$ cat src/rtl/sdram_sched_pkg.sv
// sdram_sched_pkg: shared state encodings and default timing constants for the SDRAM owner scheduler
package sdram_sched_pkg;

    typedef enum logic [2:0] {
        CAM         = 3'd0,
        REQ_NIOS    = 3'd1,
        NIOS_OWN    = 3'd2,
        REQ_ACCEL   = 3'd3,
        ACCEL_OWN   = 3'd4,
        ACCEL_YIELD = 3'd5,
        RELEASE     = 3'd6
    } state_t;

    localparam int CNT_W_DEF          = 16;
    localparam int ACCEL_SLICE_DEF    = 1024;
    localparam int CAM_GUARD_DEF      = 256;
    localparam int SWITCH_TIMEOUT_DEF = 64;

    // States that wait on the arbiter and are therefore covered by the switch timeout
    function automatic logic is_wait(state_t s);
        return s inside {REQ_NIOS, REQ_ACCEL, RELEASE};
    endfunction

endpackage

$ cat src/rtl/sdram_owner_scheduler_if.sv
// sdram_owner_scheduler_if: requester/arbiter-facing signals of the SDRAM owner scheduler
interface sdram_owner_scheduler_if;

    logic       nios_req;
    logic       accel_req;
    logic       cam_busy;
    logic       NiosHasControl;
    logic       AccelHasControl;
    logic       CamHasControl;
    logic       RequestNiosControl;
    logic       RequestAccelControl;
    logic       nios_grant;
    logic       accel_grant;
    logic       accel_preempt;
    logic       switch_error;
    logic [2:0] state_dbg;

    modport master (
        input  nios_req, accel_req, cam_busy,
        input  NiosHasControl, AccelHasControl, CamHasControl,
        output RequestNiosControl, RequestAccelControl,
        output nios_grant, accel_grant, accel_preempt, switch_error, state_dbg
    );

    modport slave (
        output nios_req, accel_req, cam_busy,
        output NiosHasControl, AccelHasControl, CamHasControl,
        input  RequestNiosControl, RequestAccelControl,
        input  nios_grant, accel_grant, accel_preempt, switch_error, state_dbg
    );

endinterface

$ cat src/rtl/sdram_sched_timer.sv
// sdram_sched_timer: loadable saturating counter (down to zero, or up to LIM) with a terminal flag
module sdram_sched_timer #(
    parameter int               CNT_W = 16,
    parameter bit               UP    = 1'b0,
    parameter logic [CNT_W-1:0] LIM   = '1
) (
    input  logic             clk,
    input  logic             Reset,
    input  logic             load,
    input  logic             en,
    input  logic [CNT_W-1:0] val,
    output logic [CNT_W-1:0] cnt,
    output logic             done
);

    // Load wins over counting; counting stops at the terminal value
    always_ff @(posedge clk or posedge Reset)
        if (Reset)
            cnt <= '0;
        else if (load)
            cnt <= val;
        else if (en && !done)
            cnt <= UP ? cnt + 1'b1 : cnt - 1'b1;

    assign done = UP ? (cnt == LIM) : (cnt == '0);

endmodule

$ cat src/rtl/sdram_owner_scheduler.sv
// sdram_owner_scheduler: requester-side scheduler driving Nios/accel ownership requests to the SDRAM arbiter
module sdram_owner_scheduler
    import sdram_sched_pkg::*;
#(
    parameter int CNT_W          = CNT_W_DEF,
    parameter int ACCEL_SLICE    = ACCEL_SLICE_DEF,
    parameter int CAM_GUARD      = CAM_GUARD_DEF,
    parameter int SWITCH_TIMEOUT = SWITCH_TIMEOUT_DEF
) (
    input  logic                     clk,
    input  logic                     Reset,
    sdram_owner_scheduler_if.master  bus
);

    localparam logic [CNT_W-1:0] GUARD_V = CNT_W'(CAM_GUARD);
    localparam logic [CNT_W-1:0] SLICE_V = CNT_W'(ACCEL_SLICE - 1);
    localparam logic [CNT_W-1:0] TMO_LIM = CNT_W'(SWITCH_TIMEOUT - 1);

    state_t           state, state_nxt;
    logic [CNT_W-1:0] guard_cnt, slice_cnt, tmo_cnt;
    logic             guard_zero, slice_zero, tmo_done;
    logic             guard_load, slice_load, tmo_load, tmo_en;

    assign guard_load = (state == RELEASE) && (state_nxt == CAM);
    assign slice_load = (state == REQ_ACCEL) && (state_nxt == ACCEL_OWN);
    assign tmo_load   = (state_nxt != state) && is_wait(state_nxt);
    assign tmo_en     = is_wait(state);

    sdram_sched_timer #(.CNT_W(CNT_W)) u_guard (
        .clk(clk), .Reset(Reset), .load(guard_load), .en(state == CAM),
        .val(GUARD_V), .cnt(guard_cnt), .done(guard_zero)
    );

    sdram_sched_timer #(.CNT_W(CNT_W)) u_slice (
        .clk(clk), .Reset(Reset), .load(slice_load), .en(state == ACCEL_OWN),
        .val(SLICE_V), .cnt(slice_cnt), .done(slice_zero)
    );

    // Counts cycles 0..SWITCH_TIMEOUT-1 in a waiting state; being at the limit while still waiting flags the error
    sdram_sched_timer #(.CNT_W(CNT_W), .UP(1'b1), .LIM(TMO_LIM)) u_tmo (
        .clk(clk), .Reset(Reset), .load(tmo_load), .en(tmo_en),
        .val('0), .cnt(tmo_cnt), .done(tmo_done)
    );

    // State register
    always_ff @(posedge clk or posedge Reset)
        if (Reset)
            state <= RELEASE;
        else
            state <= state_nxt;

    // Next-state: Nios beats accel, cam_busy only gates leaving CAM, guard only delays accel
    always_comb begin
        state_nxt = state;
        case (state)
            RELEASE:     state_nxt = bus.CamHasControl ? CAM : RELEASE;
            CAM:         state_nxt = (bus.nios_req && !bus.cam_busy)                ? REQ_NIOS  :
                                     (bus.accel_req && !bus.cam_busy && guard_zero) ? REQ_ACCEL : CAM;
            REQ_NIOS:    state_nxt = !bus.nios_req       ? RELEASE  :
                                     bus.NiosHasControl  ? NIOS_OWN : REQ_NIOS;
            NIOS_OWN:    state_nxt = bus.nios_req ? NIOS_OWN : RELEASE;
            REQ_ACCEL:   state_nxt = bus.nios_req          ? REQ_NIOS  :
                                     bus.AccelHasControl   ? ACCEL_OWN :
                                     !bus.accel_req        ? RELEASE   : REQ_ACCEL;
            ACCEL_OWN:   state_nxt = !bus.accel_req                ? RELEASE     :
                                     (slice_zero || bus.nios_req)  ? ACCEL_YIELD : ACCEL_OWN;
            ACCEL_YIELD: state_nxt = bus.accel_req ? ACCEL_YIELD : RELEASE;
            default:     state_nxt = RELEASE;
        endcase
    end

    // Outputs are registered from the next state so they move on the same edge as the state
    always_ff @(posedge clk or posedge Reset)
        if (Reset) begin
            bus.RequestNiosControl  <= 1'b0;
            bus.RequestAccelControl <= 1'b0;
            bus.nios_grant          <= 1'b0;
            bus.accel_grant         <= 1'b0;
            bus.accel_preempt       <= 1'b0;
            bus.switch_error        <= 1'b0;
        end else begin
            bus.RequestNiosControl  <= state_nxt inside {REQ_NIOS, NIOS_OWN};
            bus.RequestAccelControl <= state_nxt inside {REQ_ACCEL, ACCEL_OWN, ACCEL_YIELD};
            bus.nios_grant          <= state_nxt == NIOS_OWN;
            bus.accel_grant         <= state_nxt inside {ACCEL_OWN, ACCEL_YIELD};
            bus.accel_preempt       <= state_nxt == ACCEL_YIELD;
            bus.switch_error        <= bus.switch_error | (tmo_en & tmo_done);
        end

    assign bus.state_dbg = state;

endmodule

$ cat src/flat_wrapper.sv
// flat-port wrapper written by rule: the top's interface ports become plain ports
module sdram_owner_scheduler_flat import sdram_sched_pkg::*;
#(
    parameter int CNT_W          = CNT_W_DEF,
    parameter int ACCEL_SLICE    = ACCEL_SLICE_DEF,
    parameter int CAM_GUARD      = CAM_GUARD_DEF,
    parameter int SWITCH_TIMEOUT = SWITCH_TIMEOUT_DEF
)
  (clk, Reset, bus_nios_req, bus_accel_req, bus_cam_busy, bus_NiosHasControl, bus_AccelHasControl, bus_CamHasControl, bus_RequestNiosControl, bus_RequestAccelControl, bus_nios_grant, bus_accel_grant, bus_accel_preempt, bus_switch_error, bus_state_dbg);
  sdram_owner_scheduler_if bus_i ();
  input  logic clk;
  input  logic Reset;
  input wire logic [$bits(bus_i.nios_req)-1:0] bus_nios_req;
  input wire logic [$bits(bus_i.accel_req)-1:0] bus_accel_req;
  input wire logic [$bits(bus_i.cam_busy)-1:0] bus_cam_busy;
  input wire logic [$bits(bus_i.NiosHasControl)-1:0] bus_NiosHasControl;
  input wire logic [$bits(bus_i.AccelHasControl)-1:0] bus_AccelHasControl;
  input wire logic [$bits(bus_i.CamHasControl)-1:0] bus_CamHasControl;
  output wire logic [$bits(bus_i.RequestNiosControl)-1:0] bus_RequestNiosControl;
  output wire logic [$bits(bus_i.RequestAccelControl)-1:0] bus_RequestAccelControl;
  output wire logic [$bits(bus_i.nios_grant)-1:0] bus_nios_grant;
  output wire logic [$bits(bus_i.accel_grant)-1:0] bus_accel_grant;
  output wire logic [$bits(bus_i.accel_preempt)-1:0] bus_accel_preempt;
  output wire logic [$bits(bus_i.switch_error)-1:0] bus_switch_error;
  output wire logic [$bits(bus_i.state_dbg)-1:0] bus_state_dbg;
  assign bus_i.nios_req = bus_nios_req;
  assign bus_i.accel_req = bus_accel_req;
  assign bus_i.cam_busy = bus_cam_busy;
  assign bus_i.NiosHasControl = bus_NiosHasControl;
  assign bus_i.AccelHasControl = bus_AccelHasControl;
  assign bus_i.CamHasControl = bus_CamHasControl;
  assign bus_RequestNiosControl = bus_i.RequestNiosControl;
  assign bus_RequestAccelControl = bus_i.RequestAccelControl;
  assign bus_nios_grant = bus_i.nios_grant;
  assign bus_accel_grant = bus_i.accel_grant;
  assign bus_accel_preempt = bus_i.accel_preempt;
  assign bus_switch_error = bus_i.switch_error;
  assign bus_state_dbg = bus_i.state_dbg;
  sdram_owner_scheduler #(.CNT_W(CNT_W), .ACCEL_SLICE(ACCEL_SLICE), .CAM_GUARD(CAM_GUARD), .SWITCH_TIMEOUT(SWITCH_TIMEOUT)) u_core (.clk(clk), .Reset(Reset), .bus(bus_i));
endmodule
$ cat config.mk
export PLATFORM = sky130hd
export DESIGN_NAME = sdram_owner_scheduler_flat
export DESIGN_NICKNAME = d
export VERILOG_FILES = /design/src/rtl/sdram_sched_pkg.sv /design/src/rtl/sdram_owner_scheduler_if.sv /design/src/rtl/sdram_sched_timer.sv /design/src/rtl/sdram_owner_scheduler.sv /design/src/flat_wrapper.sv
export SDC_FILE = /design/constraint.sdc
export NUM_CORES = 1
export LEC_CHECK = 0
export BUFFER_PORTS_ARGS = -buffer_cell sky130_fd_sc_hd__buf_4
export CORE_UTILIZATION = 55
export CTS_CLUSTER_DIAMETER = 80
export CTS_CLUSTER_SIZE = 24
export DETAILED_ROUTE_END_ITERATION = 6
export HOLD_SLACK_MARGIN = 0.15
export PLACE_DENSITY_LB_ADDON = 0.05
export SYNTH_ARGS = -nofsm -noshare
export SYNTH_HDL_FRONTEND = slang
export SYNTH_SLANG_ARGS = --single-unit
$ cat constraint.sdc
create_clock -name clk -period 2.7 [get_ports clk]
set_clock_uncertainty 0.15 [all_clocks]
set_input_delay 0.405 -clock clk [delete_from_list [all_inputs] [get_ports clk]]
set_output_delay 0.405 -clock clk [all_outputs]
set_load 0.02 [all_outputs]
[Yosys cells after proc, flatten, opt, wreduce, memory -nomap -nowiden]
Index checks and enable logic that the tools add are counted.
Word-level totals
  bits in registers: 57
  input bits: 8
Operators by class
  muxes and demuxes: 19
  bitwise gates (word level): 2
  equality and inequality tests: 14
  $add $sub $neg: 3
  reduce and logical (&&, ||, !) cells: 26
Operators with widths (number)
  16-bit two-way mux: 6
  16-bit logical NOT: 2
  16-bit by 1-bit subtractor with 16-bit output, second input constant: 2
  3-bit two-way mux: 8
  3-bit one-hot mux with 7 select lines: 1
  3-bit == test, second input constant: 6
  16-bit by 1-bit adder with 16-bit output, second input constant: 1
  16-bit by 6-bit == test with 1-bit output, second input constant: 1
  3-bit by 2-bit == test with 1-bit output, second input constant: 4
  2-bit nonzero test: 5
  1-bit logical AND: 9
  3-bit nonzero test: 3
  3-bit by 1-bit == test with 1-bit output, second input constant: 2
  3-bit logical NOT: 2
  2-bit two-way mux: 3
  1-bit logical NOT: 4
  3-bit inequality test: 1
  1-bit AND: 1
  1-bit logical OR: 1
  1-bit two-way mux: 1
  1-bit bitwise OR: 1

[Logic depth before layout (Yosys ltp)]
Gate-level depths: netlist of the first run.
  depth after elaboration: 10
  gate-level depth with buffers: 11
  gate-level depth less buffers: 8

[Hierarchy]
From an unflattened synthesis of the first run, not the netlist that was laid out.
Unflattened totals
  cell total of the unflattened synthesis: 396
  area total of the unflattened synthesis: 3550.9 um^2
By module, submodules not included
  sdram_sched_timer at u_core.u_guard ...: cells each 115, area each 993.5 um^2, instances 2, sequential area each 400.4 um^2
  sdram_sched_timer at u_core.u_tmo: cells each 109, area each 989.7 um^2, instances 1, sequential area each 400.4 um^2
  sdram_owner_scheduler: cells each 57, area each 574.3 um^2, instances 1, sequential area each 227.7 um^2

[Worst setup path before layout of the first run]
No wires, ideal clock.
  path kind: reg-to-reg
  from: register u_core.state[1], in the netlist u_core.bus.state_dbg[1]
  to: register u_core.u_slice.cnt[1]
  setup slack: -0.308 ns
  arrival time: 2.771 ns
  cell stages (with the launch flop): 12
  data required time: 2.463 ns
  setup time: 0.087 ns
  path through: dfstp_2 > buf_2 > clkbuf_1 > inv_1 > ha_1 > nor2_1 > a221o_1 > o22ai_1 > or3_1 > or3_1 > buf_2 > o211ai_1
Between the ends
  cells in the longest elaborated chain, start to end: 5
  elaborated cells between the ends (all ways): 13
  classes of those cells: 7 x eq/ne; 2 x mux; 4 x reduce/logical
RTL lines
  start: declaration: RTL line sdram_owner_scheduler.sv:19  | state_t state, state_nxt;
  start signal: assignment: RTL line sdram_owner_scheduler.sv:50  | state <= state_nxt;
  3-bit == test (tied with other cells): RTL line sdram_owner_scheduler.sv:55  | case (state)
  3-bit one-hot mux with 7 select lines: RTL line sdram_owner_scheduler.sv:55
  3-bit == test: RTL line sdram_owner_scheduler.sv:25  | assign slice_load = (state == REQ_ACCEL) && (state_nxt == ACCEL_OWN);
  1-bit logical AND: RTL line sdram_owner_scheduler.sv:25
  16-bit two-way mux or 2-bit nonzero test (tied branches)
  end signal: assignment: RTL line sdram_sched_timer.sv:21  | cnt <= val;
  end signal: assignment: RTL line sdram_sched_timer.sv:23  | cnt <= UP ? cnt + 1'b1 : cnt - 1'b1;
  end: declaration: RTL line sdram_sched_timer.sv:12  | output logic [CNT_W-1:0] cnt,
Parallel ways exist; a longest one is shown, timed or not.
A chain may end at the register's enable or synchronous reset.

[Final worst setup path of the first run]
  from: register u_core.state[2], in the netlist u_core.bus.state_dbg[2]
  to: register u_core.u_slice.cnt[1]
Same word-level chain as after synthesis.

==> results of run 1 <==
[routing by layer]
metal	vias up	wire [µm]
met5	-	0
met4	0	121
met3	12	302
met2	49	3310
met1	1331	3690
li1	1348	-
[power groups by stage]
stage	sequential, mW	combinational (mW)	clock [mW]
finish	1.43	2.62	1.06
global route	1.48	2.87	1.12
CTS	1.42	2.61	1.08
detailed placement	1.43	2.59	0
global placement	1.42	2.55	0
floorplan	1.43	1.94	0
[cells by family (layout without fill, tap and decap cells)]
group	after synthesis	in the layout	share of synthesized area (%)
and+or+nand+nor	151	151	24.0
AOI/OAI and AO/OA	71	71	16.9
DFF	57	57	42.1
xor gates and xnor gates	41	41	10.6
buffers and inverters	24	64	3.24
adders and majority gates	6	6	2.21
muxes	3	3	0.921
[through the flow]
step                power (mW)  std cells
global route              5.47        468
finish                    5.12        468
floorplan                 3.36        353
CTS                       5.11        468
global placement          3.97        451
detailed placement        4.02        451
[layout make-up]
class / count / area [µm²] / share of cell area (%)
Multi-Input combinational cell: 272 / 1900 / 47.3
Sequential cell: 57 / 1430 / 35.7
Timing Repair Buffer: 35 / 278 / 6.94
Clock inverter: 6 / 130 / 3.25
Clock buffer: 10 / 128 / 3.19
Tap cell: 75 / 93.8 / 2.34
Inverter: 13 / 51.3 / 1.28
[path summary, 6_finish.rpt]
path | cells after the start | slack (ns) | to | start
min in group asynchronous | 4 | 0.68 | u_core.u_guard.cnt[4] | Reset
hold / removal | 1 | 0.33 | u_core.bus.switch_error | u_core.bus.switch_error
setup reg to reg | 7 | 0.14 | u_core.u_slice.cnt[1] | u_core.bus.state_dbg[2]
max in group asynchronous | 4 | 1.24 | u_core.u_guard.cnt[3] | Reset
setup / recovery | 7 | 0.14 | u_core.u_slice.cnt[1] | u_core.bus.state_dbg[2]
hold reg to reg | 1 | 0.33 | u_core.bus.switch_error | u_core.bus.switch_error
[timing repair]
item,CTS,global route
hold buffers,1,0
endpoints found under the setup margin,0,16
hold endpoints to repair,1,0
gates resized for setup,0,3
[sequential cells by signal (all words and copies together), names as in the netlist]
name / cells
u_core.bus.accel_preempt: 1
u_core.bus.accel_grant: 1
u_core.u_slice.cnt: 16
u_core.bus.switch_error: 1
u_core.u_guard.cnt: 16
u_core.bus.nios_grant: 1
u_core.bus.RequestAccelControl: 1
u_core.bus.RequestNiosControl: 1
u_core.bus.state_dbg: 3
u_core.u_tmo.cnt: 16
[cells in the final DEF (no fill, tap or decap), types with 3 or more instances in the layout]
cell / synthesis / final
and2_1: 3 / 3
dfrtp_1: 55 / 55
buf_4: 1 / 33
nor4_2: 2 / 4
nand4b_1: 3 / 3
o22ai_2: 10 / 10
nor2_1: 41 / 39
xnor2_1: 21 / 21
nand3b_1: 3 / 3
inv_1: 13 / 11
o211ai_1: 6 / 6
o21bai_1: 16 / 16
clkbuf_8: 0 / 9
or3_1: 6 / 4
nor4_1: 11 / 9
ha_1: 6 / 5
nand4_1: 6 / 6
bufinv_16: 0 / 4
o22ai_1: 7 / 7
a21oi_1: 6 / 6
xor2_1: 20 / 20
o211a_1: 3 / 3
nor2b_1: 5 / 5
nand2_1: 27 / 27
and3_1: 4 / 4
nand3_1: 12 / 12
o21ai_0: 7 / 7
nor3_1: 15 / 15
[critical path: cells and delay by family (launching register included)]
family,cells,cell delay [ns]
flops,1,0.53
simple gates,3,1.15
buf+inv,1,0.16
compound gates,3,0.47
[cells in the mapped netlist (7+ instances only)]
library cell   n  share of area [%]
dfrtp_1       55                 41
o21ai_0        7                1.0
inv_1         13                1.4
o22ai_2       10                3.7
nand2_1       27                3.0
nor4_1        11                2.0
nor2_1        41                4.5
nand3_1       12                1.8
o22ai_1        7                1.3
buf_2          7                1.0
xor2_1        20                5.2
o21bai_1      16                3.5
nor3_1        15                2.2
xnor2_1       21                5.4
==> impl_metrics.env, run 1 <==
export IMPL_ir_drop_uv=748
export IMPL_max_cap_violations=0
export IMPL_crit_fanout=11
export IMPL_switching_power_mw=2.19
export IMPL_drt_drc_violations_left=0
export IMPL_crit_path_max_incr_delay_ns=0.53
export IMPL_post_route_period_util_pct=94.8
export IMPL_slew_viol_final=0
export IMPL_hp_class="reg2reg"
export IMPL_cts_tree="yes"
export IMPL_use_met2_pct=38.2
export IMPL_antenna_found_initial=0
export IMPL_status="complete, no violations"
export IMPL_grt_pass1_wl_um=12500
export IMPL_viasPerCell=5.85
export IMPL_fin_hold_ws_ns=0.326
export IMPL_cts_root_buffer="clkbuf_8"
export IMPL_grt_max_degree=58
export IMPL_crit_type="reg2reg"
export IMPL_synth_fp_nets=367
export IMPL_rows=28
export IMPL_p_clk_share_pct=20.7
export IMPL_async_flop_share_pct=100
export IMPL_fp_dieW_um=80.6
export IMPL_yosysUniqueCellTypes=56
export IMPL_ys_ff_latch=57
export IMPL_fmax_mhz=391
export IMPL_syn_to_final_growth_pct=18.0
export IMPL_ys_flop_type="dfrtp_1"
export IMPL_finalHoldViolations=0
export IMPL_grt_pass1_vias=2553
export IMPL_cp_required_ns=2.80
export IMPL_clk_path_buf_depth=2
export IMPL_core_um2=5920
export IMPL_final_antenna_net_count=0
export IMPL_gp_congestion=0.920
export IMPL_tightest_slew_ns=0.723
export IMPL_grtUsageMet3_pct=7.16
export IMPL_fp_dieArea_um2=6490
export IMPL_initial_utilization_pct=57.3
export IMPL_fill_cells=469
export IMPL_power_density_nw_per_um2=1280
export IMPL_grt_overflow_total=0
export IMPL_clkSinkCount=57
export IMPL_pin_count=17
export IMPL_combPwrFrac_pct=51.3
export IMPL_vias=2740
export IMPL_hpwl_um=5060
export IMPL_pwr_share_seq_pct=28.0
export IMPL_p_leak_nw=1.73
export IMPL_final_nets=402
export IMPL_drt_first_pass_iters=4
export IMPL_io_buffers=16
export IMPL_use_met1_pct=36.3
export IMPL_ys_seq_area_share_pct=42.1
export IMPL_drtIter0Drc=155
export IMPL_finalSetupViolCount=0
export IMPL_busiest_layer="met2"
export IMPL_intPower_mw=2.93
export IMPL_wl_per_cell_um=15.9
export IMPL_cp_cell_sequence="buf_4 > nor2b_1 > a221o_1 > o22ai_1 > or3_4 > or3_4 > o211ai_1"
export IMPL_diodes=0
export IMPL_final_area_um2=4010
export IMPL_final_util_pct=67.6
export IMPL_period_minus_slack_ns=2.56
export IMPL_cts_setup_buffers=0
export IMPL_die_h_um=80.6
export IMPL_worstPathArrival_ns=2.66
export IMPL_grt_usage_pct=25.8
export IMPL_rsz0062_at_grt="false"
export IMPL_yosysWarnings=0
export IMPL_crit_top_cell="or3_4"
export IMPL_insertion_delay_ns=0.34
export IMPL_place_ws_ns=0.0703
export IMPL_netlist_instances=353
export IMPL_final_setup_worst_slack_ns=0.140
export IMPL_drive_gt1_share_pct=20.4
export IMPL_relSlewSlack_pct=51.8
export IMPL_p_sw_share_pct=42.8
export IMPL_synth_area_um2=3390
export IMPL_placed_area_um2=3720
export IMPL_clk_pin_slew_ns=0.07
export IMPL_startpoint_type="flop"
export IMPL_synth_edf_count=0
export IMPL_wl_um=7420
export IMPL_fin_tns_setup_ns=0
export IMPL_synth_area_per_cell_um2=9.62
export IMPL_end_kind="flop"
export IMPL_numCtsBuffers=9
export IMPL_cpMaxStageDelayCell="dfstp_2"
export IMPL_htreeDepth=3
(Power assumes the default switching activity.)
==> run 2, diff against run 1 <==
Settings changed: CORE_MARGIN set to 2.
Clock period 2.7 ns to 2.9 ns, I/O delays scaled along.
==> run 2 against run 1 <==
Clock power fell by 29%. Critical endpoint is now u_core.u_tmo.cnt[2]. Utilization fell by 2.8 points. Global-route usage fell by 1.7 points. Largest cell class unchanged. Cell count fell by 1.3%.
==> impl_metrics.env, run 2 (synthesis results as in run 1) <==
export IMPL_hpwl_um=5220
export IMPL_post_route_period_util_pct=91.3
export IMPL_timing_rr_start="u_core.bus.state_dbg[1]"
export IMPL_grt_pass1_vias=2674
export IMPL_finalHoldViolations=0
export IMPL_die_h_um=82.6
export IMPL_cts_root_buffer="clkbuf_8"
export IMPL_final_area_um2=3860
export IMPL_placed_area_um2=3640
export IMPL_hp_start="u_core.bus.switch_error"
export IMPL_htreeDepth=3
export IMPL_viasPerCell=5.85
export IMPL_fp_dieArea_um2=6820
export IMPL_wl_um=7420
export IMPL_fill_cells=509
export IMPL_diodes=0
export IMPL_min_to="u_core.bus.switch_error"
export IMPL_drt_drc_violations_left=0
export IMPL_busiest_layer="met2"
export IMPL_final_common_cell="dfrtp_1"
export IMPL_cts_tree="yes"
export IMPL_tightest_slew_ns=0.804
export IMPL_finalSetupViolCount=0
export IMPL_period_minus_slack_ns=2.65
export IMPL_power_mw=4.35
export IMPL_top_regs="u_core.u_guard.cnt x16, u_core.u_slice.cnt x16, u_core.u_tmo.cnt x16"
export IMPL_wl_per_cell_um=16.1
export IMPL_crit_start="u_core.bus.state_dbg[1]"
export IMPL_syn_to_final_growth_pct=13.8
export IMPL_use_met2_pct=40.9
export IMPL_grtUsageMet3_pct=5.87
export IMPL_max_cap_violations=0
export IMPL_stdcell_count=462
export IMPL_numCtsBuffers=9
export IMPL_r2r_slack_ns=0.25
export IMPL_drive_gt1_share_pct=17.6
export IMPL_layout_common_cells="dfrtp_1, nor2_1, buf_4"
export IMPL_ir_drop_uv=577
export IMPL_crit_type="reg2reg"
export IMPL_worstPathArrival_ns=2.74
export IMPL_fp_dieW_um=82.6
export IMPL_status="complete, no violations"
export IMPL_clk_path_buf_depth=2
export IMPL_antenna_found_initial=0
export IMPL_slew_viol_final=0
export IMPL_use_met1_pct=30.5
export IMPL_dp_cells=446
export IMPL_p_leak_nw=1.67
export IMPL_insertion_delay_ns=0.33
export IMPL_drtIter0Drc=92
export IMPL_hp_class="reg2reg"
export IMPL_worstRegToRegCells=7
export IMPL_drt_first_pass_iters=4
export IMPL_cp_required_ns=2.99
export IMPL_vias=2701
export IMPL_final_nets=397
export IMPL_crit_fanout=18
export IMPL_power_density_nw_per_um2=1120
export IMPL_clkSinkCount=57
export IMPL_final_antenna_net_count=0
export IMPL_grt_overflow_total=0
export IMPL_grt_pass1_wl_um=12500
export IMPL_relSlewSlack_pct=46.3
export IMPL_cp_cell_sequence="buf_4 > nand3b_1 > a221o_1 > nor2_1 > inv_1 > o211a_4 > o22ai_2"
export IMPL_rows=28
export IMPL_grt_usage_pct=24.1
export IMPL_crit_path_max_incr_delay_ns=0.53
export IMPL_end_kind="flop"
export IMPL_pin_count=17
export IMPL_grt_max_degree=40
export IMPL_fmax_mhz=378
export IMPL_io_buffers=16
export IMPL_clk_pin_slew_ns=0.06
export IMPL_fin_tns_setup_ns=0
export IMPL_fin_hold_ws_ns=0.306
export IMPL_core_um2=5960
export IMPL_cpMaxStageDelayCell="dfstp_2"
export IMPL_timing_rr_end="u_core.u_tmo.cnt[2]"
export IMPL_startpoint_type="flop"
export IMPL_initial_utilization_pct=57.0
export IMPL_gp_congestion=0.924
export IMPL_rsz0062_at_grt="false"
export IMPL_hold_depth=1
-- run 2: cell types whose count changed in the layout (fill, tap and decap cells not counted), moves of 2 or more --
cell	previous run	this run
nor4_2	4	2
buf_4	33	29
clkbuf_8	9	11
nor2_1	39	41
bufinv_16	4	1
nor2_2	2	0
nor4_1	9	11
-- run 2: report_power, final --
part           switching, mW  leakage [nW]  total, mW  internal, mW
Clock                  0.315         0.102      0.751         0.437
Sequential             0.248         0.705       1.32          1.07
Combinational           1.40         0.867       2.28         0.877
Total                   1.96          1.67       4.35          2.38
-- run 2: area by class of cell --
class	count	area (µm²)	share of cell area, %
multi-input cells	272	1870	48.4
flip-flops and latches	57	1430	37.0
repair buffers	30	228	5.89
clock buffers	12	155	4.02
well taps	75	93.8	2.43
inverters	13	48.8	1.26
clock inverters	3	40.0	1.04
-- run 2: critical path, delay by kind of cell, from the launching register on --
family	cells	cell delay, ns
buffers and inverters	2	0.41
DFF	1	0.53
and+or+nand+nor	2	0.48
AOI/OAI and AO/OA	3	0.99
-- run 2: metrics by stage --
stage               util [%]  worst slack (ns)
floorplan                  -            0.0169
global placement        61.2             0.207
detailed placement      61.2             0.134
CTS                     64.6             0.112
global route            64.9             0.108
finish                  64.9             0.254
-- run 2: worst max-delay path by stage --
stage	end	slack [ns]
CTS	u_core.u_slice.cnt[10]	0.11
global route	u_core.u_slice.cnt[1]	0.11
detailed placement	u_core.u_slice.cnt[10]	0.13
finish	u_core.u_tmo.cnt[2]	0.25
global placement	u_core.u_tmo.cnt[11]	0.21
floorplan	u_core.u_slice.cnt[1]	0.02
-- run 2: repair_timing --
action / 4_1_cts / 5_1_grt
gates resized for setup: 0 / 3
hold buffers: 1 / 0
hold endpoints to repair: 3 / 0
endpoints found under the setup margin: 0 / 8
buffers inserted: 0 / 0
-- run 2: layer usage --
| metal | routed length [µm] | vias to the layer above |
|---|---|---|
| met2 | 3670 | 49 |
| met3 | 281 | 8 |
| li1 | - | 1335 |
| met4 | 68 | 0 |
| met1 | 3400 | 1309 |
| met5 | 0 | - |
==> run 3, diff against run 2 <==
Settings changed: PLACE_DENSITY set to 0.73, PLACE_DENSITY_LB_ADDON 0.05 to not set.
==> run 3 against run 2 <==
Sequential share of layout area fell by 0.11 points. Non-clock buffer count grew 2. Via count increased by 2.1%. Hold slack better by 0.016 ns. Wire length decreased by 4.9%. Utilization up 0.19 points. Maximum frequency shrank 1.0%. Clock power fell by 10%. Critical path type unchanged. Largest power group unchanged. Highest routed layer unchanged.
==> impl_metrics.env, run 3 (synthesis results as in run 1) <==
export IMPL_diodes=0
export IMPL_fmax_mhz=374
export IMPL_syn_to_final_growth_pct=14.2
export IMPL_io_buffers=16
export IMPL_crit_start="u_core.bus.state_dbg[2]"
export IMPL_ir_drop_uv=799
export IMPL_pin_count=17
export IMPL_use_met1_pct=30.7
export IMPL_cpMaxStageDelayCell="dfstp_2"
export IMPL_cts_root_buffer="clkbuf_8"
export IMPL_drive_gt1_share_pct=16.9
export IMPL_layout_common_cells="dfrtp_1, nor2_1, buf_4"
export IMPL_fin_tns_setup_ns=0
export IMPL_wl_um=7060
export IMPL_relSlewSlack_pct=58.2
export IMPL_viasPerCell=5.93
export IMPL_crit_top_cell="nor2_1"
export IMPL_hp_start="u_core.bus.switch_error"
export IMPL_crit_path_max_incr_delay_ns=0.58
export IMPL_clkSinkCount=57
export IMPL_status="complete, no violations"
export IMPL_power_density_nw_per_um2=1120
export IMPL_drtIter0Drc=147
export IMPL_grt_pass1_wl_um=12100
export IMPL_antenna_found_initial=0
export IMPL_final_common_cell="dfrtp_1"
export IMPL_drt_drc_violations_left=0
export IMPL_vias=2759
export IMPL_top_regs="u_core.u_guard.cnt x16, u_core.u_slice.cnt x16, u_core.u_tmo.cnt x16"
export IMPL_cts_tree="yes"
export IMPL_worstPathArrival_ns=2.73
export IMPL_dp_cells=448
export IMPL_power_mw=4.35
export IMPL_core_um2=5960
export IMPL_hpwl_um=4990
export IMPL_grt_overflow_total=0
export IMPL_final_nets=399
export IMPL_insertion_delay_ns=0.34
export IMPL_numCtsBuffers=9
export IMPL_fin_hold_ws_ns=0.322
export IMPL_clk_path_buf_depth=2
export IMPL_startpoint_type="flop"
export IMPL_tightest_slew_ns=0.624
export IMPL_p_leak_nw=1.68
export IMPL_fp_dieArea_um2=6820
export IMPL_gp_congestion=0.952
export IMPL_finalSetupViolCount=0
export IMPL_grt_pass1_vias=2639
export IMPL_post_route_period_util_pct=92.2
export IMPL_period_minus_slack_ns=2.67
export IMPL_final_antenna_net_count=0
export IMPL_clk_pin_slew_ns=0.06
export IMPL_fp_dieW_um=82.6
export IMPL_wl_per_cell_um=15.2
export IMPL_crit_type="reg2reg"
export IMPL_drt_first_pass_iters=4
export IMPL_die_h_um=82.6
export IMPL_cp_required_ns=2.96
export IMPL_hp_class="reg2reg"
export IMPL_cp_cell_sequence="inv_1 > ha_1 > nor2_1 > a221o_1 > nor2_1 > mux2i_1 > mux2_2 > buf_12 > o22ai_1"
export IMPL_timing_rr_start="u_core.bus.state_dbg[2]"
export IMPL_rsz0062_at_grt="false"
export IMPL_rows=28
export IMPL_final_util_pct=65.1
export IMPL_busiest_layer="met2"
export IMPL_grt_max_degree=58
export IMPL_grt_usage_pct=23.3
export IMPL_use_met2_pct=36.9
export IMPL_htreeDepth=3
export IMPL_stdcell_count=465
export IMPL_crit_fanout=10
export IMPL_grtUsageMet3_pct=4.57
export IMPL_initial_utilization_pct=57.0
export IMPL_max_cap_violations=0
export IMPL_slew_viol_final=0
export IMPL_end_kind="flop"
export IMPL_cts_setup_buffers=0
export IMPL_finalHoldViolations=0
==> run 3: final timing paths <==
path / cells past startpoint / end / slack [ns]
setup / recovery: 9 / u_core.u_tmo.cnt[5] / 0.23
hold / removal: 1 / u_core.bus.switch_error / 0.32
min in group asynchronous: 4 / u_core.u_slice.cnt[12] / 0.57
max in group asynchronous: 4 / u_core.bus.state_dbg[2] / 1.73
setup reg to reg: 9 / u_core.u_tmo.cnt[5] / 0.23
hold reg to reg: 1 / u_core.bus.switch_error / 0.32
==> run 3: metal layers <==
layer | routed length, µm | share of wire (%)
met5 | 0 | 0
met4 | 113 | 1.6
met3 | 295 | 4.2
met2 | 3270 | 46
met1 | 3380 | 48
==> run 3: power by group <==
part           switching, mW  internal, mW  leakage [nW]
clock network          0.294         0.382        0.0910
logic                   1.38         0.960         0.882
registers              0.270          1.07         0.705
total                   1.94          2.41          1.68
==> run 3: final cells by class <==
type                    instances  area, µm²
well taps                      75       93.8
fillers                       496       2080
inverters                      13       48.8
clock buffers                  16        180
multi-input cells             272       1860
repair buffers                 32        268
flip-flops and latches         57       1430
==> run 3: critical path, delay by kind of cell (launching register included) <==
kind | cells | cell delay, ns
buffers and inverters | 2 | 0.27
flip-flops | 1 | 0.58
adder cells (fa/ha/maj) | 1 | 0.28
AND/OR/NAND/NOR | 2 | 0.30
multiplexers | 2 | 0.52
AO/OA/AOI/OAI | 2 | 0.44
==> run 3: timing repair <==
action                     CTS  global route
hold buffers                 1             0
setup endpoints to repair    0             0
resized for setup            0             0
hold endpoints to repair    55             0
==> run 3: per-stage QoR <==
step | area, µm² | setup slack [ns]
5_1_grt | 3870 | 0.0294
6_report | 3870 | 0.226
2_1_floorplan | 3400 | 0.0169
4_1_cts | 3870 | 0.234
3_3_place_gp | 3680 | 0.304
3_5_place_dp | 3680 | 0.259
